**src/rtl/fft_butterfly_stream.sv**
```systemverilog
// Streaming radix-2 DIT butterfly, 3-stage pipeline with a global valid/ready stall.
// Optional macro FFT_BFLY_SCALE_EN: S3 halves its results with round half-up instead of saturating.
module fft_butterfly_stream #(
    parameter int SAMPLE_W = 16,
    parameter int TW_W     = 16,
    parameter int TAG_W    = 8
) (
    input  logic                clk,
    input  logic                rst,
    input  logic                in_valid,
    output logic                in_ready,
    input  logic [SAMPLE_W-1:0] even_re,
    input  logic [SAMPLE_W-1:0] even_im,
    input  logic [SAMPLE_W-1:0] odd_re,
    input  logic [SAMPLE_W-1:0] odd_im,
    input  logic [TW_W-1:0]     tw_re,
    input  logic [TW_W-1:0]     tw_im,
    input  logic [TAG_W-1:0]    in_tag,
    input  logic                in_last,
    output logic                out_valid,
    input  logic                out_ready,
    output logic [SAMPLE_W-1:0] sum_re,
    output logic [SAMPLE_W-1:0] sum_im,
    output logic [SAMPLE_W-1:0] diff_re,
    output logic [SAMPLE_W-1:0] diff_im,
    output logic [TAG_W-1:0]    out_tag,
    output logic                out_last,
    output logic                sat_flag,
    input  logic                sat_clear
);
    localparam int STAGES = 3;
    localparam int PW     = SAMPLE_W + TW_W;

    localparam logic [SAMPLE_W-1:0] SMAX = {1'b0, {(SAMPLE_W-1){1'b1}}};
    localparam logic [SAMPLE_W-1:0] SMIN = {1'b1, {(SAMPLE_W-1){1'b0}}};
    localparam logic signed [PW:0]  WMAX = {{(PW+1-SAMPLE_W){1'b0}}, SMAX};
    localparam logic signed [PW:0]  WMIN = {{(PW+2-SAMPLE_W){1'b1}}, {(SAMPLE_W-1){1'b0}}};
    localparam logic signed [PW:0]  RND  = {{(PW+3-TW_W){1'b0}}, 1'b1, {(TW_W-2){1'b0}}};

    // {clamped, value} for the wide twiddle product after rounding/shift
    function automatic logic [SAMPLE_W:0] sat_wide(input logic signed [PW:0] v);
        sat_wide = {1'b0, v[SAMPLE_W-1:0]};
        if (v > WMAX)      sat_wide = {1'b1, SMAX};
        else if (v < WMIN) sat_wide = {1'b1, SMIN};
    endfunction

    // {clamped, value} for the one-bit-grown S3 add/sub result
    function automatic logic [SAMPLE_W:0] fin(input logic signed [SAMPLE_W:0] v);
`ifdef FFT_BFLY_SCALE_EN
        fin = {1'b0, v[SAMPLE_W:1] + {{(SAMPLE_W-1){1'b0}}, v[0]}};
`else
        fin = {1'b0, v[SAMPLE_W-1:0]};
        if (v[SAMPLE_W] != v[SAMPLE_W-1]) fin = {1'b1, v[SAMPLE_W] ? SMIN : SMAX};
`endif
    endfunction

    logic                       w_adv;
    logic [STAGES:1]            r_vld_pipe;
    logic signed [PW-1:0]       r_p_rr, r_p_ii, r_p_ri, r_p_ir;
    logic [SAMPLE_W-1:0]        r_e1_re, r_e1_im, r_e2_re, r_e2_im;
    logic [SAMPLE_W-1:0]        r_t_re, r_t_im;
    logic [TAG_W-1:0]           r_tag1, r_tag2;
    logic                       r_last1, r_last2;
    logic signed [PW:0]         w_pre_re, w_pre_im, w_shr_re, w_shr_im;
    logic [SAMPLE_W:0]          w_s2_re, w_s2_im;
    logic [3:0][SAMPLE_W:0]     w_s3;
    logic                       w_sat_set;

    assign w_adv     = !r_vld_pipe[STAGES] | out_ready;
    assign in_ready  = w_adv;
    assign out_valid = r_vld_pipe[STAGES];

    always_ff @(posedge clk) begin
        if (rst)        r_vld_pipe <= '0;
        else if (w_adv) r_vld_pipe <= {r_vld_pipe[STAGES-1:1], in_valid};
    end

    // S1: raw products
    always_ff @(posedge clk) begin
        if (rst) begin
            {r_p_rr, r_p_ii, r_p_ri, r_p_ir} <= '0;
            {r_e1_re, r_e1_im, r_tag1, r_last1} <= '0;
        end else if (w_adv) begin
            r_p_rr  <= $signed(odd_re) * $signed(tw_re);
            r_p_ii  <= $signed(odd_im) * $signed(tw_im);
            r_p_ri  <= $signed(odd_re) * $signed(tw_im);
            r_p_ir  <= $signed(odd_im) * $signed(tw_re);
            r_e1_re <= even_re;
            r_e1_im <= even_im;
            r_tag1  <= in_tag;
            r_last1 <= in_last;
        end
    end

    // S2: complex combine, round half-up, drop the Q1.(TW_W-1) fraction, saturate
    assign w_pre_re = {r_p_rr[PW-1], r_p_rr} - {r_p_ii[PW-1], r_p_ii} + RND;
    assign w_pre_im = {r_p_ri[PW-1], r_p_ri} + {r_p_ir[PW-1], r_p_ir} + RND;
    assign w_shr_re = w_pre_re >>> (TW_W-1);
    assign w_shr_im = w_pre_im >>> (TW_W-1);
    assign w_s2_re  = sat_wide(w_shr_re);
    assign w_s2_im  = sat_wide(w_shr_im);

    always_ff @(posedge clk) begin
        if (rst) begin
            {r_t_re, r_t_im, r_e2_re, r_e2_im, r_tag2, r_last2} <= '0;
        end else if (w_adv) begin
            r_t_re  <= w_s2_re[SAMPLE_W-1:0];
            r_t_im  <= w_s2_im[SAMPLE_W-1:0];
            r_e2_re <= r_e1_re;
            r_e2_im <= r_e1_im;
            r_tag2  <= r_tag1;
            r_last2 <= r_last1;
        end
    end

    // S3: even +/- W*odd with one bit of growth
    assign w_s3[0] = fin({r_e2_re[SAMPLE_W-1], r_e2_re} + {r_t_re[SAMPLE_W-1], r_t_re});
    assign w_s3[1] = fin({r_e2_im[SAMPLE_W-1], r_e2_im} + {r_t_im[SAMPLE_W-1], r_t_im});
    assign w_s3[2] = fin({r_e2_re[SAMPLE_W-1], r_e2_re} - {r_t_re[SAMPLE_W-1], r_t_re});
    assign w_s3[3] = fin({r_e2_im[SAMPLE_W-1], r_e2_im} - {r_t_im[SAMPLE_W-1], r_t_im});

    always_ff @(posedge clk) begin
        if (rst) begin
            {sum_re, sum_im, diff_re, diff_im, out_tag, out_last} <= '0;
        end else if (w_adv) begin
            sum_re   <= w_s3[0][SAMPLE_W-1:0];
            sum_im   <= w_s3[1][SAMPLE_W-1:0];
            diff_re  <= w_s3[2][SAMPLE_W-1:0];
            diff_im  <= w_s3[3][SAMPLE_W-1:0];
            out_tag  <= r_tag2;
            out_last <= r_last2;
        end
    end

    // bubbles never flag; only real beats moving forward can set the sticky bit
    assign w_sat_set = w_adv & ((r_vld_pipe[1] & (w_s2_re[SAMPLE_W] | w_s2_im[SAMPLE_W])) |
                                (r_vld_pipe[2] & (w_s3[0][SAMPLE_W] | w_s3[1][SAMPLE_W] |
                                                  w_s3[2][SAMPLE_W] | w_s3[3][SAMPLE_W])));

    always_ff @(posedge clk) begin
        if (rst)            sat_flag <= 1'b0;
        else if (sat_clear) sat_flag <= 1'b0;
        else if (w_sat_set) sat_flag <= 1'b1;
    end
endmodule

```
**config.mk**
```make
export PLATFORM = sky130hd
export DESIGN_NAME = fft_butterfly_stream
export DESIGN_NICKNAME = d
export VERILOG_FILES = /design/src/rtl/fft_butterfly_stream.sv
export SDC_FILE = /design/constraint.sdc
export NUM_CORES = 2
export LEC_CHECK = 0
export CAP_MARGIN = 10
export CORE_AREA = 2 2 358 360
export DETAILED_ROUTE_END_ITERATION = 12
export DIE_AREA = 0 0 360 362
export HOLD_SLACK_MARGIN = 0.06
export SLEW_MARGIN = 20
export SYNTH_ARGS = -nofsm -noshare
export SYNTH_HDL_FRONTEND = slang
export SYNTH_SLANG_ARGS = --single-unit
```
**constraint.sdc**
```tcl
create_clock -name clk -period 6.2 [get_ports clk]
set_input_delay 0.93 -clock clk [delete_from_list [all_inputs] [get_ports clk]]
set_output_delay 0.93 -clock clk [all_outputs]
set_load 0.01 [all_outputs]
```
==> results_dict.tcl <==
set metrics [dict create \
    run_status "finished, violations left" \
    violations "setup timing" \
    unrepaired_setup_endpoints_after_global_routing "true" \
    vias 46800 \
    floorplan.die.height_um 362 \
    number_of_antenna_violations_at_the_first_check_in_global_routing 12 \
    syn-num-nets 8159 \
    grtUsageMet3_pct 4.65 \
    grt.met2_usage_pct 44.6 \
    clock.fmax_ghz 0.160 \
    reported_max_cap_violation_count 0 \
    track_usage_pct 27.9 \
    place_congestion 0.918 \
    syn_avg_cell_area_um2 8.73 \
    slew_viol_final 0 \
    crit_type "input port to register" \
    wl_mm 183 \
    dieArea_um2 130000 \
    crit_path_max_incr_delay_ns 0.65 \
    postLayoutCellArea_um2 71400 \
    postSynth.asyncResetShare_pct 0 \
    drtAntennaViolNets 0 \
    drt-wirelength-per-cell_um 20.4 \
    chipWidth_um 360 \
    cts_tree "yes" \
    numClockSinks 319 \
    drcViolationCount 0 \
    root_buffer "sky130_fd_sc_hd__clkbuf_16" \
    grt.busiest_layer "met2" \
    headroom_to_the_max_slew_limit_pct 22.0 \
    globalRouteOverflowTotal 0 \
    place_area_um2 65700 \
    cts-buffers-inserted 38 \
    ys_dominant_reg_cell "sky130_fd_sc_hd__dfxtp_1" \
    timing.final.setup_violations 3 \
    tightestPinTransition_ns 1.17 \
    min-delay-path-class "register to register" \
    area_delta_synth_final_pct 26.3 \
    drt_iter0_markers 3463 \
    layout_min_cycle_time_ns 6.25 \
    floorplan.initialDensity_pct 44.6 \
    area_of_the_placeable_core_um2 127000 \
    area.sequential_um2 6390 \
    grt_first_pass_wirelength_mm 281 \
    timing.critical_path.required_ns 6.64 \
    ys_ff_latch 319 \
    first_pass_iters 6 \
    fraction_of_layout_instances_using_a_drive_strength_above_1_pct 19.8 \
    hold_buffers 0 \
    worstSetupStartpointType "input port" \
    cts-htree-levels 2 \
    clk-insertion-delay-late_ns 0.59 \
    synth_edf_count 0 \
    synthesis.yosys.warnings 0 \
    final.setup_skew_ns 0.0197 \
    filler_cell_count 11400 \
    crit_chain "buf_12 > buf_16 > nand2_4 > inv_1 > fa_2 > buf_6 > inv_1 > fa_1 > fa_1 > fa_1 > fa_2 > fa_1 > inv_1 > ha_4 > a21o_1 > a21o_1 > a21o_1 > a21oi_2 > nor2b_1 > a311o_1 > buf_4 > xnor2_2 > o21ai_1 > nor2b_1" \
    placement.io_buffers 185 \
    seq_area_frac_synth_pct 11.3 \
    critical_path.endpoint_type "register" \
    synth.area.top_cells "sky130_fd_sc_hd__fa_1, sky130_fd_sc_hd__ha_1, sky130_fd_sc_hd__dfxtp_1" \
    synthCells 6475 \
    synthDistinctLibCells 91 \
    hp-start "out_last$_SDFFE_PP0P_" \
    worst_path_max_delay_cell "sky130_fd_sc_hd__fa_2" \
    total_negative_setup_slacks_ns -0.111 \
    fin_nets 8964 \
    hpwl_mm 134 \
    rows 131 \
    post-synth-top-area-fraction_pct 37.3 \
    final_min_period_over_clock_period_pct 101 \
    timing.critical_path.arrival_ns 6.69 \
    critical_path.most_common_cell "sky130_fd_sc_hd__fa_1" \
    timing_hold_violations_final 0 \
    number_of_global_route_vias_before_repair 48000 \
    vias_per_cell 5.21 \
    clk_transition_reported_paths_ns 0.06 \
    pin_count 186 \
    cts-root-to-sink-buffers 3 \
    critical_path.startpoint "tw_re[2]" \
    grt_start_max_net_pins 182 \
    setup_slack_ns -0.0530 \
    multi_input_area_um2 45700 \
    mapped_cell_area_um2 56500 \
    reg_to_reg_critical_path_startpoint "r_t_re[1]$_SDFFE_PP0P_" \
    met1_usage_pct 38.6 \
    critical_path.max_fanout 7 \
    pre_cts_ws_ns -1.17 \
    post-synth-top-area-cell "sky130_fd_sc_hd__fa_1" \
]
worst paths after layout:
kind	endpoint	slack, ns	depth (start not counted)
worst max-delay path	r_p_ir[27]$_SDFFE_PP0P_	-0.05	24
worst min-delay path	out_last$_SDFFE_PP0P_	0.45	2
worst max register to register	sat_flag$_SDFFE_PP0P_	0.91	18
worst min register to register	out_last$_SDFFE_PP0P_	0.45	2
flip-flops by register name, indices dropped and copies added, names as in the netlist, 32 cells and up:
register	flops
r_p_ri	32
r_p_ii	32
r_p_rr	32
r_p_ir	32
kinds of logic after synthesis:
family / count (synthesis) / synth area share [%]
buffers and inverters: 1588 / 10.6
adders and majority gates: 1574 / 48.8
and+or+nand+nor: 1941 / 16.4
muxes: 6 / 0.108
DFF: 319 / 11.3
xor gates and xnor gates: 203 / 3.14
AOI/OAI and AO/OA: 844 / 9.71
cell usage after synthesis (93+ instances only):
library cell,number
sky130_fd_sc_hd__fa_1,1052
sky130_fd_sc_hd__xnor2_1,140
sky130_fd_sc_hd__a21o_1,93
sky130_fd_sc_hd__ha_1,522
sky130_fd_sc_hd__nor2_1,216
sky130_fd_sc_hd__o21ai_0,117
sky130_fd_sc_hd__clkbuf_1,295
sky130_fd_sc_hd__inv_1,1276
sky130_fd_sc_hd__and2_1,505
sky130_fd_sc_hd__dfxtp_1,319
sky130_fd_sc_hd__a21oi_1,331
sky130_fd_sc_hd__nand2_1,929
timing repair:
item,CTS,global route
gates cloned,35,6
setup buffers,116,76
setup endpoints to repair,62,57
pin swaps,179,295
gates resized for setup,405,441
final cells by class:
class | count | area share (%)
timing repair buffer | 1077 | 15.5
inverter | 1276 | 6.73
tap | 1662 | 2.91
clock inverter | 22 | 0.326
sequential | 319 | 8.94
antenna | 5 | 0.0175
clock buffer | 46 | 1.46
multi-input combinational | 4568 | 64.1
metrics by stage:
stage                     util (%)  cells  hold WS, ns
final                         56.4   8975        0.448
after global routing          56.3   8972        0.464
after floorplan                  -   6475        0.425
after detailed placement      51.8   8681        0.444
after global placement        51.8   8681        0.437
after CTS                     54.9   8898        0.452
layer usage:
metal,share of wire (%),wire length [um],vias up
met1,43,79000,23400
li1,-,-,21500
met4,4.4,7970,10
met5,0.037,67,-
met3,7.6,14000,283
met2,45,81900,1535
placed cells by master (no fill, tap or decap), drive strengths merged, types with 28 or more instances in the layout:
cell type,count
o21ai,124
clkdlybuf4s50,122
nand3,47
a31oi,28
nor3,53
inv,1279
and2,505
dfxtp,319
nand2b,38
a221oi,29
nand2,929
xor2,63
nor2b,33
a21oi,331
clkbuf,66
buf,917
fa,1052
a21o,93
ha,522
a211oi,48
xnor2,140
nor2,218
o21bai,37
critical path: cells and delay by family:
family | cells | cell delay, ns
buf+inv | 7 | 0.84
xor+xnor | 1 | 0.18
fa+ha+maj | 7 | 3.32
compound gates | 6 | 1.12
simple gates | 3 | 0.28
Power is left out: the tool's default activity adds up to more than one toggle a clock period on the data nets, which glitch-free logic cannot reach.
